<file path="config.mk">
export PLATFORM = sky130hd
export DESIGN_NAME = uart_rx
export DESIGN_NICKNAME = d
export VERILOG_FILES = /design/src/rtl/uart_pkg.sv /design/src/rtl/uart_sync.sv /design/src/rtl/uart_rx.sv
export SDC_FILE = /design/constraint.sdc
export NUM_CORES = 1
export LEC_CHECK = 0
export CELL_PAD_IN_SITES_DETAIL_PLACEMENT = 0
export CELL_PAD_IN_SITES_GLOBAL_PLACEMENT = 2
export CORE_MARGIN = 4
export CORE_UTILIZATION = 38
export CTS_BUF_LIST = sky130_fd_sc_hd__clkbuf_4
export DETAILED_ROUTE_END_ITERATION = 10
export PLACE_DENSITY = 0.9
export RECOVER_POWER = 25
export SYNTH_ARGS = -nofsm -noshare
export SYNTH_HDL_FRONTEND = slang
export SYNTH_SLANG_ARGS = --single-unit
export TNS_END_PERCENT = 5
</file>
<file path="constraint.sdc">
create_clock -name clk -period 2.44 [get_ports clk]
set_input_delay 0.366 -clock clk [delete_from_list [all_inputs] [get_ports clk]]
set_output_delay 0.366 -clock clk [all_outputs]
set_load 0.05 [all_outputs]
</file>
<file path="src/rtl/uart_pkg.sv">
// Shared UART definitions: FSM state encodings and bit-period computation,
// common to both UART directions.
package uart_pkg;

  typedef enum logic [2:0] {
    StIdle,
    StStart,
    StRxData,
    StParity,
    StStop,
    StCleanup
  } uart_state_e;

  localparam int unsigned MinClkPerBit = 4;

  function automatic int unsigned clk_per_bit(input int unsigned clock_rate,
                                              input int unsigned baud_rate);
    return clock_rate / baud_rate;
  endfunction

endpackage

</file>
<file path="src/rtl/uart_sync.sv">
// Two-flop synchronizer for the asynchronous serial line; resets to the idle (high) level.
module uart_sync (
  input  logic clk,
  input  logic arst,
  input  logic d,
  output logic q
);

  logic [1:0] sync_q;

  always_ff @(posedge clk) begin
    if (arst) begin
      sync_q <= 2'b11;
    end else begin
      sync_q <= {sync_q[0], d};
    end
  end

  assign q = sync_q[1];

endmodule

</file>
<file path="src/rtl/uart_rx.sv">
// UART receiver: start, DATA_WIDTH data bits LSB first, optional even parity, one stop bit.
// Define UART_RX_PARITY_EN to compile in the parity bit and parity_err check.
module uart_rx
  import uart_pkg::*;
#(
  parameter int unsigned CLOCK_RATE = 1_000_000,
  parameter int unsigned BAUD_RATE  = 115_200,
  parameter int unsigned DATA_WIDTH = 8
) (
  input  logic                  clk,
  input  logic                  arst,
  input  logic                  d,
  output logic                  dv,
  output logic [DATA_WIDTH-1:0] data,
  output logic                  active,
  output logic                  frame_err,
  output logic                  parity_err
);

  localparam int unsigned CLK_PER_BIT = clk_per_bit(CLOCK_RATE, BAUD_RATE);
  localparam int unsigned MID         = CLK_PER_BIT / 2;
  localparam int unsigned CntW        = $clog2(CLK_PER_BIT);
  localparam int unsigned BitW        = (DATA_WIDTH > 1) ? $clog2(DATA_WIDTH) : 1;
  localparam logic [CntW-1:0] CntMidLast = CntW'(MID - 1);
  localparam logic [CntW-1:0] CntBitLast = CntW'(CLK_PER_BIT - 1);
  localparam logic [BitW-1:0] BitLast    = BitW'(DATA_WIDTH - 1);

  if (CLK_PER_BIT < MinClkPerBit) begin : gen_rate_check
    $error("uart_rx: CLOCK_RATE/BAUD_RATE must be at least 4");
  end

  logic ds;

  uart_sync u_sync (
    .clk  (clk),
    .arst (arst),
    .d    (d),
    .q    (ds)
  );

  uart_state_e           state_q, state_d;
  logic [CntW-1:0]       clk_cnt_q, clk_cnt_d;
  logic [BitW-1:0]       bit_cnt_q, bit_cnt_d;
  logic [DATA_WIDTH-1:0] shift_q, shift_d;
  logic [DATA_WIDTH-1:0] data_q, data_d;
  logic                  active_q, active_d;
  logic                  dv_q, dv_d;
  logic                  frame_err_q, frame_err_d;
`ifdef UART_RX_PARITY_EN
  logic                  par_bad_q, par_bad_d;
  logic                  parity_err_q, parity_err_d;
`endif

  always_comb begin
    state_d     = state_q;
    clk_cnt_d   = clk_cnt_q;
    bit_cnt_d   = bit_cnt_q;
    shift_d     = shift_q;
    data_d      = data_q;
    active_d    = active_q;
    dv_d        = 1'b0;
    frame_err_d = 1'b0;
`ifdef UART_RX_PARITY_EN
    par_bad_d    = par_bad_q;
    parity_err_d = 1'b0;
`endif
    unique case (state_q)
      StIdle: begin
        clk_cnt_d = '0;
        bit_cnt_d = '0;
        if (!ds) begin
          state_d  = StStart;
          active_d = 1'b1;
        end
      end
      StStart: begin
        if (clk_cnt_q == CntMidLast) begin
          clk_cnt_d = '0;
          if (!ds) begin
            state_d = StRxData;
          end else begin
            // Start bit did not survive to mid-bit: treat as a glitch.
            state_d  = StIdle;
            active_d = 1'b0;
          end
        end else begin
          clk_cnt_d = clk_cnt_q + 1'b1;
        end
      end
      StRxData: begin
        if (clk_cnt_q == CntBitLast) begin
          clk_cnt_d          = '0;
          shift_d[bit_cnt_q] = ds;
          if (bit_cnt_q == BitLast) begin
            bit_cnt_d = '0;
`ifdef UART_RX_PARITY_EN
            state_d   = StParity;
`else
            state_d   = StStop;
`endif
          end else begin
            bit_cnt_d = bit_cnt_q + 1'b1;
          end
        end else begin
          clk_cnt_d = clk_cnt_q + 1'b1;
        end
      end
`ifdef UART_RX_PARITY_EN
      StParity: begin
        if (clk_cnt_q == CntBitLast) begin
          clk_cnt_d = '0;
          par_bad_d = (^shift_q) ^ ds;
          state_d   = StStop;
        end else begin
          clk_cnt_d = clk_cnt_q + 1'b1;
        end
      end
`endif
      StStop: begin
        if (clk_cnt_q == CntBitLast) begin
          clk_cnt_d = '0;
          state_d   = StCleanup;
          if (ds) begin
            data_d = shift_q;
            dv_d   = 1'b1;
`ifdef UART_RX_PARITY_EN
            parity_err_d = par_bad_q;
`endif
          end else begin
            frame_err_d = 1'b1;
          end
        end else begin
          clk_cnt_d = clk_cnt_q + 1'b1;
        end
      end
      StCleanup: begin
        active_d = 1'b0;
        state_d  = StIdle;
      end
      default: begin
        active_d = 1'b0;
        state_d  = StIdle;
      end
    endcase
  end

  always_ff @(posedge clk) begin
    if (arst) begin
      state_q     <= StIdle;
      clk_cnt_q   <= '0;
      bit_cnt_q   <= '0;
      shift_q     <= '0;
      data_q      <= '0;
      active_q    <= 1'b0;
      dv_q        <= 1'b0;
      frame_err_q <= 1'b0;
`ifdef UART_RX_PARITY_EN
      par_bad_q    <= 1'b0;
      parity_err_q <= 1'b0;
`endif
    end else begin
      state_q     <= state_d;
      clk_cnt_q   <= clk_cnt_d;
      bit_cnt_q   <= bit_cnt_d;
      shift_q     <= shift_d;
      data_q      <= data_d;
      active_q    <= active_d;
      dv_q        <= dv_d;
      frame_err_q <= frame_err_d;
`ifdef UART_RX_PARITY_EN
      par_bad_q    <= par_bad_d;
      parity_err_q <= parity_err_d;
`endif
    end
  end

  assign dv        = dv_q;
  assign data      = data_q;
  assign active    = active_q;
  assign frame_err = frame_err_q;
`ifdef UART_RX_PARITY_EN
  assign parity_err = parity_err_q;
`else
  assign parity_err = 1'b0;
`endif

endmodule

</file>
==> results of run 1 <==
## layout by cell type, fill, tap and decap left out, drive strengths merged
| cell type | synthesis | routed |
|---|---|---|
| dfxtp | 30 | 30 |
| nor2 | 19 | 19 |
| nand2 | 19 | 19 |
| clkdlybuf4s50 | 0 | 12 |
| mux2i | 10 | 10 |
| a21oi | 9 | 9 |
| nand3 | 8 | 8 |
| ha | 7 | 7 |
| o21ai | 7 | 7 |
| inv | 6 | 6 |
| clkbuf | 6 | 6 |
| nor4b | 5 | 5 |
| nor3 | 4 | 4 |
| a31oi | 3 | 3 |
| a211oi | 3 | 3 |
| or2 | 2 | 2 |
| or3 | 2 | 2 |
| nor2b | 2 | 2 |
| and4bb | 2 | 2 |
| buf | 8 | 2 |
| nor3b | 2 | 2 |
| nand4 | 1 | 1 |
| mux2 | 1 | 1 |
| a22oi | 1 | 1 |
| and3 | 1 | 1 |
| and3b | 1 | 1 |
| and4b | 1 | 1 |
| o22ai | 1 | 1 |
| or3b | 1 | 1 |
| o311ai | 1 | 1 |
| o211a | 1 | 1 |
| a32oi | 1 | 1 |
| conb | 1 | 1 |
| bufinv | 0 | 1 |
| clkinv | 0 | 1 |
| dlygate4sd3 | 0 | 1 |
## registers in the layout, summed over array words and instances, names as in the netlist
register,flops
active,1
bit_cnt_q,3
data,8
state_q,3
clk_cnt_q,3
dv,1
frame_err,1
u_sync.sync_q,2
shift_q,8
## cells by family after synthesis
logic type | Yosys count | share of synthesized area [%]
AOI/OAI and AO/OA | 27 | 11.5
adders and majority gates | 7 | 6.02
buffers and inverters | 20 | 7.40
DFF | 30 | 41.3
muxes | 11 | 7.66
other | 1 | 0.258
and+or+nand+nor | 70 | 25.8
## path summary, 6_finish.rpt
check,start,depth (start not counted),endpoint
worst min-delay path,u_sync.sync_q[0],1,u_sync.sync_q[1]
worst max-delay path,active,1,active
worst min register to register,u_sync.sync_q[0],1,u_sync.sync_q[1]
worst max register to register,clk_cnt_q[0],6,clk_cnt_q[0]
## layer usage
| metal | part of all wire [%] | wire, µm |
|---|---|---|
| met3 | 3.8 | 105 |
| met1 | 47 | 1310 |
| met5 | 0 | 0 |
| met2 | 48 | 1330 |
| met4 | 1.6 | 44 |
## cell type report
| class | instances | area [µm²] | area share (%) |
|---|---|---|---|
| Clock inverter | 2 | 33.8 | 2.05 |
| Timing Repair Buffer | 16 | 149 | 9.03 |
| Sequential cell | 30 | 601 | 36.4 |
| Multi-Input combinational cell | 116 | 746 | 45.2 |
| Inverter | 6 | 22.5 | 1.37 |
| Tap cell | 48 | 60.1 | 3.64 |
| Clock buffer | 5 | 37.5 | 2.28 |
## per-stage QoR
step	setup slack, ns	hold slack, ns
2_1_floorplan	0.872	0.389
3_3_place_gp	0.744	0.404
3_5_place_dp	0.706	0.406
6_report	0.582	0.427
5_1_grt	0.485	0.450
4_1_cts	0.564	0.434
## power by group through the flow
stage	registers, µW	logic [µW]	clock network [µW]
5_1_grt	503	55.0	406
3_3_place_gp	513	52.5	0
4_1_cts	502	53.6	388
3_5_place_dp	513	53.4	0
2_1_floorplan	516	35.9	0
6_report	502	49.4	375
## cells in the mapped netlist (all sizes together)
library cell / number
and4bb: 2
dfxtp: 30
mux2: 1
nand3: 8
and4b: 1
mux2i: 10
o211a: 1
or2: 2
or3b: 1
a211oi: 3
and3b: 1
nor3b: 2
o22ai: 1
buf: 8
a31oi: 3
a32oi: 1
ha: 7
a21oi: 9
conb: 1
nor3: 4
o311ai: 1
nand4: 1
or3: 2
nor2: 19
nor2b: 2
inv: 6
a22oi: 1
and3: 1
nand2: 19
clkbuf: 6
o21ai: 7
nor4b: 5
==> impl_results.md, run 1 <==
- Worst R2R Setup Slack: ~0.69 ns
- H-tree Lvls: 2
- Met2 usage: 21.1%
- Class of the tightest hold or removal check: reg2reg
- Reg clk slew, reported paths: roughly 0.090 ns
- Router iterations before antenna repair: 4
- Syn Std Cell Area: between 1000 and 1500 µm²
- Max VDD drop: between 0.0004 and 0.0005 V
- Post-Place Cells: 216
- Post-CTS sizing: 0
- Part of the total power dissipated in combinational logic: about 5.3%
- Crit Path Class: reg2out
- Worst-Skew Late Latency: between 0.3 and 0.4 ns
- Final total power: approximately 900 µW
- Internal power summed over all cells: between 700 and 800 µW
- CP Cell Sequence: clkdlybuf4s50_1
- Max-capacitance violation count: 0
- Height of the die: 69.9 µm
- Total inserted antenna cells: 0
- Weighted congestion reported at the end of routability-driven placement: between 0.7 and 0.8
- Largest delay contributor family on the critical path: buffers and inverters
- Final setup violating endpoints: 0
- Avg Vias per Cell: ~5.1
- Req. time, crit path: between 2 and 2.5 ns
- Final hold violation count: 0
- Slew at the pin with the worst max-slew slack: approximately 0.67 ns
- Share of post-route cells with drive strength above 1: a little under a tenth
- Layout fillers: 384
- Number of buffer and inverter stages on the critical path: 1
- Synth area leaders: sky130_fd_sc_hd__dfxtp_1, sky130_fd_sc_hd__mux2i_1, sky130_fd_sc_hd__ha_1, sky130_fd_sc_hd__nand2_1, sky130_fd_sc_hd__nor2_1
- Clock buffers created by TritonCTS: 5
- Number of warnings issued by yosys: 0
- Final worst path period need: 1.86 ns
- Hold Buf Count CTS: 0
- Vias in the first global route: 1,100
- Root Buffer: sky130_fd_sc_hd__clkbuf_4
- DRC: 0
- Final Cycle Share: around three quarters
- Total power per unit cell area: approximately 560 nW/µm²
- Share of total power in sequential cells: around 54%
- F_max: 0.538 GHz
- Placed cell areas: about 1600 µm²
- Relative contribution of the clock network to total power: a little over 40%
- Switching portion of total power: approximately 22%
- Clock tree from TritonCTS: built
- Gr busiest metal: met2
- Largest stage delay on the critical path: 0.81 ns
- Setup repair after global routing missed its margin: no
- X dimension of the die: approximately 70 µm
- Arr. time, crit path: around 1.5 ns
- Post-synthesis instance total: approximately 170
- Worst setup SP type: flop
- Area growth syn-to-layout: 13.4%
- Syn_nets: between 150 and 200
- Met3 demand-to-capacity share in global routing: around 3.3%
- Area fraction of the dominant cell type after synthesis: approximately two fifths
- Fin util: about 45%
- Count of placed standard cells in the final layout, fillers left out: 223
- Routed via count: 1,143
- Port-buffer cells: 13
- Count of routing violations after the opening detailed-route iteration: between 40 and 50
- Kind of end point of the critical path: output pin
- Cell taking the most area after synthesis: sky130_fd_sc_hd__dfxtp_1
- Result of the run: complete, no violations
- Distinct cells, synth: 40
- Relative slew margins: about 55%
- GRT met1 Usage: roughly 14%
- Average wire length per cell after detail routing: 12.5 µm
- CTS Sinks: 30
- Setup TNS: 0 ns
- Syn Area/Cell: between 8 and 9 µm²
- Overall global routing resource usage: approximately an eighth
- P_leak: around 0.00065 µW
- Number of buffers on the longest clock path: 2
- Net count, final: approximately 190
- Post-synthesis register bit count: 30
- Grt ovf: 0
- Ports: 15
- Wire length of the first global-routing pass: slightly below 5 mm
- Max FO, Critical Path: 3
- Hpwl dp: approximately 1.9 mm
- Final design instance area without fill: ~1600 µm²
- Pin count of the biggest net entering global routing: 21
- Final number of max-transition violations: 0
- Max Clock Skew: 0.00393 ns
- Placeable core region: about 3700 µm²
- Switching component of the power: between 200 and 250 µW
- Standard-cell row count: 22
- Initial core utilization: about two fifths
- Die Outline Area: approximately 4900 µm²
- Number of antenna violations at the first check in global routing: 0
- Slowest-stage cell, CP: sky130_fd_sc_hd__clkdlybuf4s50_1
- Aggregate routed wire length: approximately 2.8 mm
- Sequential fraction of the synthesis area: between 40% and 50%
- Post-CTS setup repair buffer count: 0
- Remaining antenna violation count after routing: 0
(Power assumes the default switching activity.)
==> inputs of run 2 (changes only) <==
--- a/config.mk
+++ b/config.mk
@@ -8,10 +8,10 @@
 export CELL_PAD_IN_SITES_DETAIL_PLACEMENT = 0
 export CELL_PAD_IN_SITES_GLOBAL_PLACEMENT = 2
 export CORE_MARGIN = 4
-export CORE_UTILIZATION = 38
+export CORE_UTILIZATION = 35
 export CTS_BUF_LIST = sky130_fd_sc_hd__clkbuf_4
 export DETAILED_ROUTE_END_ITERATION = 10
-export PLACE_DENSITY = 0.9
+export PLACE_DENSITY = 0.84
 export RECOVER_POWER = 25
 export SYNTH_ARGS = -nofsm -noshare
 export SYNTH_HDL_FRONTEND = slang
==> constraint.sdc (replaced) <==
create_clock -name clk -period 1.86 [get_ports clk]
set_input_delay 0.279 -clock clk [delete_from_list [all_inputs] [get_ports clk]]
set_output_delay 0.279 -clock clk [all_outputs]
set_load 0.05 [all_outputs]
==> run 2 against run 1 <==
Design area increased by 1.7%. First-iteration DRC count rose by 37%. Non-clock buffer count rose by 2. Combinational power grew 28%. Global-route usage down 0.30 points. Critical path depth unchanged. Cell count grew 2.2%. Setup slack got worse by 0.49 ns. Clock skew is 0.0078 ns higher. Clock power increased by 37%. Largest power group unchanged.
==> impl_results.md, run 2 (synthesis results as in run 1) <==
- Worst slack at placement: between 0.1 and 0.15 ns
- Number of buffers on the longest clock path: 2
- CTS Sinks: 30
- Routed via count: around 1,200
- Root Buffer: sky130_fd_sc_hd__clkbuf_4
- Port-buffer cells: 13
- X dimension of the die: 72.5 µm
- Post-CTS sizing: 0
- Pin count of the biggest net entering global routing: 20
- Height of the die: between 70 and 80 µm
- Count of placed standard cells in the final layout, fillers left out: about 230
- Worst setup SP type: flop
- Ports: 15
- Hpwl dp: 2.04 mm
- Most common library cell in the layout ignoring fill and taps: sky130_fd_sc_hd__dfxtp_1
- Post-Place Cells: between 200 and 250
- Relative slew margins: 60.9%
- Standard-cell row count: 23
- Max Clock Skew: ~0.012 ns
- CP Cell Sequence: clkdlybuf4s50_1
- Overall global routing resource usage: 12.2%
- Max VDD drop: ~0.00046 V
- Net count, final: 187
- Grt ovf: 0
- Placeable core region: between 4000 and 5000 µm²
- P_leak: ~0.00066 µW
- Total inserted antenna cells: 0
- Number of antenna violations at the first check in global routing: 0
- Clock buffers created by TritonCTS: 5
- Clock tree from TritonCTS: built
- Avg Vias per Cell: 5.18
- Die Outline Area: 5250 µm²
- Final Cycle Share: approximately 95%
- Final number of max-transition violations: 0
- Final setup violating endpoints: 0
- Remaining antenna violation count after routing: 0
- Leading cell types in the layout, fill and taps excluded: sky130_fd_sc_hd__dfxtp_1, sky130_fd_sc_hd__nor2_1, sky130_fd_sc_hd__nand2_1, sky130_fd_sc_hd__clkdlybuf4s50_1, sky130_fd_sc_hd__mux2i_1
- Router iterations before antenna repair: 4
- Hold Buf Count CTS: 0
- Worst-Skew Late Latency: roughly 0.34 ns
- Count of routing violations after the opening detailed-route iteration: between 60 and 70
- Area growth syn-to-layout: 15.4%
- Arr. time, crit path: ~1.5 ns
- Final hold violation count: 0
- Wire length of the first global-routing pass: 5.01 mm
- Number of buffer and inverter stages on the critical path: 1
- Result of the run: complete, no violations
- Largest delay contributor family on the critical path: buffers and inverters
- Crit Path Class: reg2out
- Weighted congestion reported at the end of routability-driven placement: roughly 0.74
- Req. time, crit path: 1.58 ns
- Share of post-route cells with drive strength above 1: 11.2%
- Placed cell areas: about 1600 µm²
- Reg clk slew, reported paths: 0.10 ns
- Kind of end point of the critical path: output pin
- Layout fillers: ~410
- Post-CTS setup repair buffer count: 0
- Aggregate routed wire length: ~2.9 mm
- DRC: 0
- Setup TNS: 0 ns
- Average wire length per cell after detail routing: 12.6 µm
- Slowest-stage cell, CP: sky130_fd_sc_hd__clkdlybuf4s50_1
- H-tree Lvls: 2
- Vias in the first global route: 1,118
- Class of the tightest hold or removal check: reg2reg
- Initial core utilization: between 30 and 40%
- Largest stage delay on the critical path: around 0.8 ns
- Max-capacitance violation count: 0
- Final design instance area without fill: approximately 1700 µm²
- Total power per unit cell area: between 700 and 800 nW/µm²
- Final worst path period need: roughly 1.8 ns
- Slew at the pin with the worst max-slew slack: around 0.59 ns
- F_max: roughly 0.57 GHz
- Max FO, Critical Path: 2
- Final worst setup slack: ~0.093 ns
- Setup repair after global routing missed its margin: no
[run 2: changes by cell type in the layout (fill, tap and decap cells not counted)]
cell / before / now
sky130_fd_sc_hd__nor4b_4: 0 / 1
sky130_fd_sc_hd__clkinv_2: 0 / 2
sky130_fd_sc_hd__buf_4: 2 / 4
sky130_fd_sc_hd__and4bb_2: 2 / 1
sky130_fd_sc_hd__clkinv_1: 1 / 0
sky130_fd_sc_hd__clkbuf_1: 1 / 2
sky130_fd_sc_hd__ha_2: 0 / 1
sky130_fd_sc_hd__nor4b_2: 1 / 0
sky130_fd_sc_hd__and4bb_1: 0 / 1
sky130_fd_sc_hd__ha_1: 7 / 6
sky130_fd_sc_hd__clkdlybuf4s50_1: 12 / 11
[run 2: worst paths after layout]
path	start	endpoint	slack, ns	cells after the start
setup reg to reg	clk_cnt_q[0]	clk_cnt_q[2]	0.17	6
hold reg to reg	u_sync.sync_q[0]	u_sync.sync_q[1]	0.42	1
hold / removal	u_sync.sync_q[0]	u_sync.sync_q[1]	0.42	1
setup / recovery	data[2]	data[2]	0.09	1
[run 2: worst register-to-register path: stages (launching register included)]
cell	delay, ns
sky130_fd_sc_hd__dfxtp_1	0.33
sky130_fd_sc_hd__ha_1	0.26
sky130_fd_sc_hd__ha_1	0.31
sky130_fd_sc_hd__or3b_1	0.35
sky130_fd_sc_hd__o21ai_1	0.08
sky130_fd_sc_hd__o21ai_1	0.08
sky130_fd_sc_hd__a211oi_2	0.21
[run 2: layer usage]
| metal | track usage [%] | share of wire (%) |
|---|---|---|
| met4 | 4.92 | 2.0 |
| met3 | 4.16 | 5.2 |
| met5 | 0 | 0 |
| met2 | 20.5 | 45 |
| met1 | 14.2 | 47 |
[run 2: metrics by stage]
stage               hold slack, ns  util, %  power (µW)
global placement             0.404     40.0         741
global route                 0.426     41.9        1300
finish                       0.418     41.9        1240
floorplan                    0.383        -         724
CTS                          0.422     41.9        1260
detailed placement           0.400     40.0         742
[run 2: area by class of cell]
cell class	instances	area, µm²	area share, %
Multi-Input combinational cell	116	757	45.1
Sequential cell	30	601	35.8
Timing Repair Buffer	18	158	9.40
Tap cell	50	62.6	3.73
Clock inverter	3	40.0	2.39
Clock buffer	5	37.5	2.24
Inverter	6	22.5	1.34
[run 2: report_power, final]
part           total (µW)  internal [µW]  switching [µW]  leakage (µW)
clock                 515            278             237     0.0000450
combinational        63.2           21.7            41.5      0.000377
sequential            660            649            10.4      0.000243
==> inputs of run 3 (changes only) <==
--- a/config.mk
+++ b/config.mk
@@ -7,10 +7,11 @@
 export LEC_CHECK = 0
 export CELL_PAD_IN_SITES_DETAIL_PLACEMENT = 0
 export CELL_PAD_IN_SITES_GLOBAL_PLACEMENT = 2
-export CORE_MARGIN = 4
+export CORE_MARGIN = 2
 export CORE_UTILIZATION = 35
 export CTS_BUF_LIST = sky130_fd_sc_hd__clkbuf_4
 export DETAILED_ROUTE_END_ITERATION = 10
+export MAX_ROUTING_LAYER = met4
 export PLACE_DENSITY = 0.84
 export RECOVER_POWER = 25
 export SYNTH_ARGS = -nofsm -noshare
==> constraint.sdc (replaced) <==
create_clock -name clk -period 1.95 [get_ports clk]
set_input_delay 0.2925 -clock clk [delete_from_list [all_inputs] [get_ports clk]]
set_output_delay 0.2925 -clock clk [all_outputs]
set_load 0.05 [all_outputs]
==> run 3 against run 2 <==
Combinational power is 2% higher. Core utilization is 0.56 points lower. Sequential share of layout area is 0.49 points higher. Critical path depth stayed put. Worst hold slack worse by 0.0046 ns. Design area is 1.3% lower. Via count is 4.4% lower. Largest cell class unchanged. Largest power group unchanged.
==> impl_results.md, run 3 (synthesis results as in run 1) <==
- Final Cycle Share: 91.7%
- Pin count of the biggest net entering global routing: 22
- Weighted congestion reported at the end of routability-driven placement: 0.779
- Number of buffer and inverter stages on the critical path: 1
- Largest stage delay on the critical path: between 0.8 and 0.9 ns
- Most common library cell in the layout ignoring fill and taps: sky130_fd_sc_hd__dfxtp_1
- Clock tree from TritonCTS: built
- DRC: 0
- Max Clock Skew: between 0.01 and 0.015 ns
- Max FO, Critical Path: 3
- Slew at the pin with the worst max-slew slack: roughly 0.58 ns
- Arr. time, crit path: 1.49 ns
- X dimension of the die: about 70 µm
- Total power per unit cell area: 632 nW/µm²
- Final total power: between 1000 and 1500 µW
- Final hold violation count: 0
- Number of antenna violations at the first check in global routing: 0
- Ports: 15
- Vias in the first global route: a little over 1,000
- Remaining antenna violation count after routing: 0
- CTS Sinks: 30
- Hpwl dp: slightly below 2 mm
- Class of the tightest hold or removal check: reg2reg
- Total inserted antenna cells: 0
- Layout fillers: ~400
- Grt ovf: 0
- Reg clk slew, reported paths: 0.10 ns
- F_max: 0.560 GHz
- Final number of max-transition violations: 0
- Hold Buf Count CTS: 0
- Crit Path Class: reg2out
- Area growth syn-to-layout: 13.9%
- Result of the run: complete, no violations
- Leading cell types in the layout, fill and taps excluded: sky130_fd_sc_hd__dfxtp_1, sky130_fd_sc_hd__nor2_1, sky130_fd_sc_hd__nand2_1, sky130_fd_sc_hd__clkdlybuf4s50_1, sky130_fd_sc_hd__mux2i_1
- Number of buffers on the longest clock path: 2
- Aggregate routed wire length: between 2 and 3 mm
- Router iterations before antenna repair: 4
- Worst setup SP type: flop
- Max-capacitance violation count: 0
- Count of routing violations after the opening detailed-route iteration: 38
- Initial core utilization: a little over a third
- Height of the die: 68.5 µm
- Standard-cell row count: 23
- Post-CTS sizing: 0
- H-tree Lvls: 2
- Req. time, crit path: approximately 1.7 ns
- Max VDD drop: between 0.0002 and 0.00025 V
- Clock buffers created by TritonCTS: 5
- P_leak: 0.000658 µW
- Final worst path period need: between 1.5 and 2 ns
- Worst-Skew Late Latency: between 0.3 and 0.4 ns
- Relative slew margins: 61.0%
- Wire length of the first global-routing pass: 4.63 mm
- Largest delay contributor family on the critical path: buffers and inverters
- Setup repair after global routing missed its margin: no
- Placeable core region: ~4000 µm²
- Post-CTS setup repair buffer count: 0
- Slowest-stage cell, CP: sky130_fd_sc_hd__clkdlybuf4s50_1
- Routed via count: 1,129
- Port-buffer cells: 13
- Setup TNS: 0 ns
- Root Buffer: sky130_fd_sc_hd__clkbuf_4
- Avg Vias per Cell: 4.97
- Die Outline Area: around 4700 µm²
- Average wire length per cell after detail routing: ~12 µm
- Share of post-route cells with drive strength above 1: a little over a tenth
- CP Cell Sequence: clkdlybuf4s50_1
- Overall global routing resource usage: between 10% and 20%
- Net count, final: around 190
- Final setup violating endpoints: 0
- Kind of end point of the critical path: output pin
-- run 3: worst paths after layout --
check | slack [ns] | depth (start not counted) | end | startpoint
max | 0.16 | 1 | active | active
min | 0.41 | 1 | u_sync.sync_q[1] | u_sync.sync_q[0]
min reg2reg | 0.41 | 1 | u_sync.sync_q[1] | u_sync.sync_q[0]
max reg2reg | 0.21 | 6 | clk_cnt_q[0] | clk_cnt_q[0]
-- run 3: layout make-up --
class	instances	area (µm²)	share of cell area (%)
Timing Repair Buffer	17	170	10.3
Inverter	6	22.5	1.36
Multi-Input combinational cell	116	746	45.0
Tap cell	50	62.6	3.78
Sequential cell	30	601	36.3
Clock buffer	6	45.0	2.72
Clock inverter	2	8.76	0.529
-- run 3: metrics by stage --
stage          area (µm²)  hold slack, ns  instances  setup WS (ns)  util [%]
5_1_grt              1660           0.440        227         0.0114      41.4
6_report             1660           0.414        227          0.163      41.4
3_5_place_dp         1600           0.394        219          0.216      40.1
4_1_cts              1660           0.416        227          0.139      41.4
3_3_place_gp         1600           0.400        219          0.270      40.1
2_1_floorplan        1450           0.389        166          0.382         -
-- run 3: power by group --
group          switching [µW]  internal, µW  total, µW
Sequential               10.5           619        630
Combinational            38.5          25.8       64.3
Clock                     203           149        352
Total                     252           794       1050
-- run 3: metal layers --
metal	vias up	part of all wire, %	GRT usage (%)
met1	521	53	17.3
li1	593	-	-
met4	0	0.83	8.25
met3	2	2.8	3.95
met5	-	0	-
met2	13	43	21.0
